--- src/rtl/spi_ram_burst.sv ---
// Command-decoding RAM behind an SPI slave (SET_WR/WRITE/SET_RD/READ) with optional pointer auto-increment.
// Read data is registered (1 cycle) and held in HOLD until tx_ready; a READ arriving while held and not consumed is dropped with err.
module spi_ram_burst #(
    parameter int MEM_DEPTH = 256,
    parameter int ADDR_SIZE = 8,
    parameter int MEM_WIDTH = 8,
    parameter bit AUTO_INC  = 1'b1
) (
    input  logic                 clk,
    input  logic                 rst,
    input  logic [MEM_WIDTH+1:0] din,
    input  logic                 rx_valid,
    input  logic                 tx_ready,
    output logic [MEM_WIDTH-1:0] dout,
    output logic                 tx_valid,
    output logic                 err
);
    typedef enum logic [1:0] {
        CMD_SET_WR = 2'b00,
        CMD_WRITE  = 2'b01,
        CMD_SET_RD = 2'b10,
        CMD_READ   = 2'b11
    } cmd_e;

    typedef enum logic {
        S_IDLE = 1'b0,
        S_HOLD = 1'b1
    } state_e;

    localparam logic [ADDR_SIZE-1:0] LAST_ADDR = ADDR_SIZE'(MEM_DEPTH - 1);

    logic [MEM_WIDTH-1:0] r_mem [MEM_DEPTH];
    logic [ADDR_SIZE-1:0] r_addr_wr;
    logic [ADDR_SIZE-1:0] r_addr_rd;
    logic [MEM_WIDTH-1:0] r_dout;
    logic                 r_tx_valid;
    logic                 r_err;
    state_e               r_state;

    cmd_e                 w_cmd;
    logic [MEM_WIDTH-1:0] w_payload;
    logic [ADDR_SIZE-1:0] w_addr;
    logic                 w_addr_ok;
    logic                 w_set_wr;
    logic                 w_write;
    logic                 w_set_rd;
    logic                 w_read;
    logic [ADDR_SIZE-1:0] w_addr_wr_nxt;
    logic [ADDR_SIZE-1:0] w_addr_rd_nxt;

    assign w_cmd     = cmd_e'(din[MEM_WIDTH+1:MEM_WIDTH]);
    assign w_payload = din[MEM_WIDTH-1:0];
    assign w_addr    = din[ADDR_SIZE-1:0];

    assign w_set_wr = rx_valid && (w_cmd == CMD_SET_WR);
    assign w_write  = rx_valid && (w_cmd == CMD_WRITE);
    assign w_set_rd = rx_valid && (w_cmd == CMD_SET_RD);
    assign w_read   = rx_valid && (w_cmd == CMD_READ);

    // A full power-of-two depth makes every pointer value legal.
    if (MEM_DEPTH == (1 << ADDR_SIZE)) begin : g_full_depth
        assign w_addr_ok = 1'b1;
    end else begin : g_part_depth
        assign w_addr_ok = (w_addr < ADDR_SIZE'(MEM_DEPTH));
    end

    assign w_addr_wr_nxt = (r_addr_wr == LAST_ADDR) ? '0 : r_addr_wr + ADDR_SIZE'(1);
    assign w_addr_rd_nxt = (r_addr_rd == LAST_ADDR) ? '0 : r_addr_rd + ADDR_SIZE'(1);

    always_ff @(posedge clk) begin
        if (!rst && w_write) begin
            r_mem[r_addr_wr] <= w_payload;
        end
    end

    always_ff @(posedge clk) begin
        if (rst) begin
            r_state    <= S_IDLE;
            r_tx_valid <= 1'b0;
            r_dout     <= '0;
            r_err      <= 1'b0;
            r_addr_wr  <= '0;
            r_addr_rd  <= '0;
        end else begin
            r_err <= 1'b0;
            if (w_set_wr) begin
                if (w_addr_ok) r_addr_wr <= w_addr;
                else           r_err     <= 1'b1;
            end
            if (w_write && AUTO_INC) begin
                r_addr_wr <= w_addr_wr_nxt;
            end
            if (w_set_rd) begin
                if (w_addr_ok) r_addr_rd <= w_addr;
                else           r_err     <= 1'b1;
            end
            case (r_state)
                S_IDLE: begin
                    if (w_read) begin
                        r_dout     <= r_mem[r_addr_rd];
                        r_state    <= S_HOLD;
                        r_tx_valid <= 1'b1;
                        if (AUTO_INC) r_addr_rd <= w_addr_rd_nxt;
                    end
                end
                S_HOLD: begin
                    if (tx_ready) begin
                        if (w_read) begin
                            r_dout <= r_mem[r_addr_rd];
                            if (AUTO_INC) r_addr_rd <= w_addr_rd_nxt;
                        end else begin
                            r_state    <= S_IDLE;
                            r_tx_valid <= 1'b0;
                        end
                    end else if (w_read) begin
                        // Unconsumed word still held: drop the new READ.
                        r_err <= 1'b1;
                    end
                end
                default: begin
                    r_state    <= S_IDLE;
                    r_tx_valid <= 1'b0;
                end
            endcase
        end
    end

    assign dout     = r_dout;
    assign tx_valid = r_tx_valid;
    assign err      = r_err;
endmodule

--- config.mk ---
export PLATFORM = sky130hd
export DESIGN_NAME = spi_ram_burst
export DESIGN_NICKNAME = d
export VERILOG_FILES = /design/src/rtl/spi_ram_burst.sv
export SDC_FILE = /design/constraint.sdc
export NUM_CORES = 2
export LEC_CHECK = 0
export CORE_ASPECT_RATIO = 1.75
export CORE_UTILIZATION = 55
export CTS_CLUSTER_DIAMETER = 60
export DETAILED_ROUTE_END_ITERATION = 10
export DONT_BUFFER_PORTS = 1
export PLACE_DENSITY = 0.79
export SLEW_MARGIN = 10
export SYNTH_ARGS = -nofsm -noshare
export SYNTH_HDL_FRONTEND = slang
export SYNTH_SLANG_ARGS = --single-unit
--- constraint.sdc ---
create_clock -name clk -period 3.3 [get_ports clk]
set_input_delay 0.495 -clock clk [delete_from_list [all_inputs] [get_ports clk]]
set_output_delay 0.495 -clock clk [all_outputs]
set_load 0.1 [all_outputs]
---- After elaboration in Yosys (flattened, before gate mapping) ----
Memories as Yosys holds them, arrays and structs flattened. A register that Yosys moved wholly into a read port is not among the register bits.
Index checks and enable logic that the tools add are counted.
word-level totals
  memory bits (writable) .................. 2048
  logic and storage cells ................. 49
  register bits ........................... 27
  memories kept ........................... 1
memory list
  name   words  bits a word  rd ports  clocked after memory_dff  write ports  RTL line  RTL
  r_mem  256    8            1         1                         1            32        logic [MEM_WIDTH-1:0] r_mem [MEM_DEPTH];
cells by class
  reduce and logical (&&, ||, !) cells .... 10
  equal/unequal tests ..................... 8
  bitwise operators ....................... 1
  add/sub/neg operators ................... 2
  mux-type cells .......................... 21
operators by type and width
  kind                 number
  $mux 8               10
  $pmux 8 s2           2
  $add 8x1->8 const B  2
  $eq 8x8->1 const B   2
  $mux 1               7
  $ne 2x2->1 const B   3
  $logic_and 1x1->1    5
  $eq 2x2->1 const B   2
  $pmux 1 s2           2
  $reduce_and 3->1     1
  $reduce_or 3->1      1
  $eq 2x1->1 const B   1
  $logic_not 2->1      1
  $reduce_bool 2->1    1
  $logic_not 1->1      1
  $not 1->1            1

---- Logic depth before layout (Yosys ltp) ----
  word-level depth ........................ 7
  mapped depth ............................ 13

---- Least setup slack after synthesis ----
Ideal clock, no wire load.
  path type ............................... register -> register
  from .................................... register r_addr_rd[0] (netlist name)
  to ...................................... register r_dout[2] (netlist: dout[2])
  path slack .............................. 0.629 ns
  cell stages (with the launch flop) ...... 12
  required time ........................... 3.173 ns
  arrival ................................. 2.544 ns
  buffers on the path ..................... 6
  cells stage by stage .................... dfxtp_1 -> buf_6 -> buf_12 -> buf_8 -> buf_4 -> buf_4 -> buf_4 -> mux4_2 -> a221oi_1 -> a31oi_1 -> o221ai_1 -> nand3_1
RTL lines
  what                  RTL line  RTL
  end signal, assigned  100       r_dout <= r_mem[r_addr_rd];
  end signal, assigned  109       r_dout <= r_mem[r_addr_rd];
  end, declared         35        logic [MEM_WIDTH-1:0] r_dout;

==> impl_metrics.toml <==
[run_status]
run_status = "finished, violations left"
violations = "design-rule violations, negative hold slack, negative setup slack"

[critical_path]
critical_path.startpoint_type = "flop"
critPathMaxFanout = 21
ff2ff_setup_slack_ns = -0.05
critical_path.reg2reg.endpoint = "dout[4]"
crit_type = "reg2reg"
ff2ff_path_depth = 10
cpMaxStageDelayCell = "sky130_fd_sc_hd__dfxtp_4"
critical_path.endpoint_type = "flop"
worstPathCellList = "inv_2 > buf_4 > nor2_1 > buf_4 > o221ai_1 > a21oi_1 > a2111oi_2 > buf_2 > nor3_1 > a311oi_1"
crit_path_frequent_cell = "sky130_fd_sc_hd__buf_4"
cp_slowest_stage_delay_ns = 0.67
critical_path_arrival_ns = 4.00
reg2reg_from = "r_addr_rd[4]"
worst-endpoint-required_ns = 3.95

[route]
avgViaCountPerCell = 7.123
route.antenna.remaining_nets = 0
vias = 45150
drt_pass1_iterations = 10
postRouteWirelength_mm = 242.0
first_iter_violations = 7361
wire_per_inst_um = 38.18
post-route-drc-count = 1

[final_layout]
fin_nets = 4340
stdcell_area_sq_um = 92790
layout_cell_share_with_drive_strength_beyond_1 = 0.3008
syn_to_final_growth_pct = 14.34

[synthesis]
post_synth.cell_area_avg_sq_um = 21.29
post-synth-top-count-cell = "sky130_fd_sc_hd__edfxtp_1"
synthesis.area_sq_um = 81160
synth.top_cells.by_count = "sky130_fd_sc_hd__edfxtp_1 (2048), sky130_fd_sc_hd__mux4_2 (512), sky130_fd_sc_hd__nor2_1 (322)"
gate_count_of_the_mapped_netlist = 3812
synth_ff_type = "sky130_fd_sc_hd__edfxtp_1"
yosys_synthesis_warning_count = 0
synth_async_sr_flop_share = 0
synth-seq-area-share = 0.7645
edff_count_synth = 2048
synthDominantCellAreaShare = 0.7578
netlist-cell-type-count = 68
synthTopCellsByArea = "sky130_fd_sc_hd__edfxtp_1 (76%), sky130_fd_sc_hd__mux4_2 (14%), sky130_fd_sc_hd__nor2_1 (1.5%)"
synth.ff_latch_count = 2075
mappedNetlistNets = 3831
synth.largest_area_cell = "sky130_fd_sc_hd__edfxtp_1"

[timing]
fin_ws_ns = -0.04949
highest_clock_rate_ghz = 0.2986
final.period_utilization = 1.015
timing.slew.headroom = 0.1457
finalMaxSlewViolations = 0
fin_worst_skew_ns = 0.03269
holdWs_ns = -0.1968
period_minus_slack_ns = 3.349
worst_pin_slew_ns = 1.281
setup_viol_count_final = 3
finalHoldViolCount = 64

[grt]
first_global_vias = 44620
grt_start_max_net_pins = 259
aggregate_global_routing_overflow = 0
overall_track_demand_over_capacity_in_global_routing = 0.3210
antenna_found_initial = 13
global_route_wire_length_before_repair_mm = 331.4

[placement]
dp_hpwl_mm = 137.7
io_buffer_count = 0
placedInstanceArea_sq_um = 86470
place_congestion = 0.9633

[clock_tree]
cts-htree-levels = 4
cts_buffer_depth = 3
cts_buffers = 164
tritoncts_num_sinks = 2075
worst_skew_pair.late_latency_ns = 0.81
clock-root-buffer = "sky130_fd_sc_hd__clkbuf_16"
cts_tree = "built"
clkTransAtPathRegs_ns = 0.07

[worst_hold_path]
holdCritStartpoint = "din[2]"
timing.hold.worst.class = "in2reg"
hold_depth = 0
min_to = "r_mem[69][2]"

[floorplanning]
total_die_area_sq_um = 149200
fp.dieW_um = 292.4
die_y_um = 510.2
fp-row-count = 186
start_util = 0.5535
top_level_ports = 24
core_region_area_sq_um = 146600

[power]
ir_drop_mv = 0.6209
power.leakage_uw = 0.02920
power_density_nw_per_um2 = 561.6

[run]
timing.max_cap.violations = 0
## how the worst max path moves through the flow
stage | startpoint | end | cells past startpoint
2_1_floorplan | r_addr_rd[0] | dout[2] | 11
3_3_place_gp | r_addr_rd[1] | dout[4] | 7
3_5_place_dp | r_addr_rd[1] | dout[2] | 8
4_1_cts | r_addr_rd[1] | dout[2] | 8
5_1_grt | r_addr_rd[0] | dout[4] | 11
6_report | r_addr_rd[4] | dout[4] | 10
## power breakdown
group | internal (uW) | switching, uW
Combinational | 1230 | 1910
Clock | 10700 | 9270
Sequential | 28900 | 66.0
Total | 40900 | 11200
## per-stage QoR
stage	total power [uW]	TNS [ns]	worst slack, ns	instances	utilization
floorplan	31160	0	0.6293	3812	-
global placement	31980	-2.014	-0.8914	5978	0.5896
detailed placement	32020	-1.145	-0.5217	5980	0.5898
CTS	51780	-0.1312	-0.1312	6302	0.6296
global route	52980	-0.05690	-0.04162	6330	0.6328
finish	52110	-0.09371	-0.04949	6338	0.6329
## timing repair
| action | in CTS | in global routing |
|---|---|---|
| pin swaps | 0 | 4 |
| hold endpoints to repair | 1608 | 409 |
| gates cloned | 0 | 1 |
| gates resized for setup | 12 | 24 |
| hold buffers | 29 | 8 |
| setup buffers | 0 | 17 |
| endpoints found under the setup margin | 5 | 8 |
## worst max-delay path, delay by kind of cell, from the launching register on
family                 cells  cell delay (ns)
AOI/OAI and AO/OA          4             0.73
buffers and inverters      4             0.97
DFF                        1             0.67
and+or+nand+nor            2             0.81
## area by class of cell
cell class              count  area (sq um)
diodes                     10         25.02
multi-input cells        1505         17810
clock buffers             197          4323
flip-flops and latches   2075         62060
inverters                  10         43.79
well taps                1880          2352
fillers                  8974         53820
clock inverters            96         945.9
repair buffers            565          5235
## flip-flops by register name (all words and copies together), names as in the netlist
name,flops
r_mem,2048
dout,8
r_addr_rd,8
r_addr_wr,8
err,1
r_state,1
tx_valid,1
## per-layer routing
| metal | track usage | part of all wire | routed length (um) |
|---|---|---|---|
| met1 | 0.3465 | 0.29 | 69830 |
| met3 | 0.08199 | 0.12 | 28140 |
| met5 | 0 | 0.00033 | 81 |
| met2 | 0.5354 | 0.49 | 118600 |
| met4 | 0.2627 | 0.10 | 25360 |
## cell families (layout without fill, tap and decap cells)
family,count (synthesis),after routing,synth area share
AO/OA/AOI/OAI,264,264,0.02254
XOR/XNOR,3,3,0.0003238
adder cells (fa/ha/maj),5,5,0.0007709
buffers and inverters,232,868,0.01770
flip-flops,2075,2075,0.7645
multiplexers,642,642,0.1632
other,0,10,0
AND/OR/NAND/NOR,591,591,0.03100
## placed cells by master (no fill, tap or decap), types with 11 or more instances in the layout
master	count
sky130_fd_sc_hd__edfxtp_1	2048
sky130_fd_sc_hd__dfxtp_1	22
sky130_fd_sc_hd__o22ai_1	21
sky130_fd_sc_hd__mux4_1	25
sky130_fd_sc_hd__nor2b_1	11
sky130_fd_sc_hd__nor3_1	25
sky130_fd_sc_hd__buf_4	479
sky130_fd_sc_hd__nor2_1	321
sky130_fd_sc_hd__nand3_1	37
sky130_fd_sc_hd__bufinv_16	17
sky130_fd_sc_hd__clkinv_2	26
sky130_fd_sc_hd__buf_12	45
sky130_fd_sc_hd__mux4_2	512
sky130_fd_sc_hd__clkbuf_1	28
sky130_fd_sc_hd__dlygate4sd3_1	16
sky130_fd_sc_hd__nand2_1	128
sky130_fd_sc_hd__inv_6	12
sky130_fd_sc_hd__a22oi_1	32
sky130_fd_sc_hd__o21ai_0	21
sky130_fd_sc_hd__clkbuf_16	169
sky130_fd_sc_hd__buf_16	18
sky130_fd_sc_hd__mux2i_1	96
sky130_fd_sc_hd__o221ai_1	23
sky130_fd_sc_hd__a21oi_1	63
sky130_fd_sc_hd__a211oi_1	17
sky130_fd_sc_hd__nand2b_1	11
sky130_fd_sc_hd__clkinv_1	36
Power figures use the tool's default switching activity.
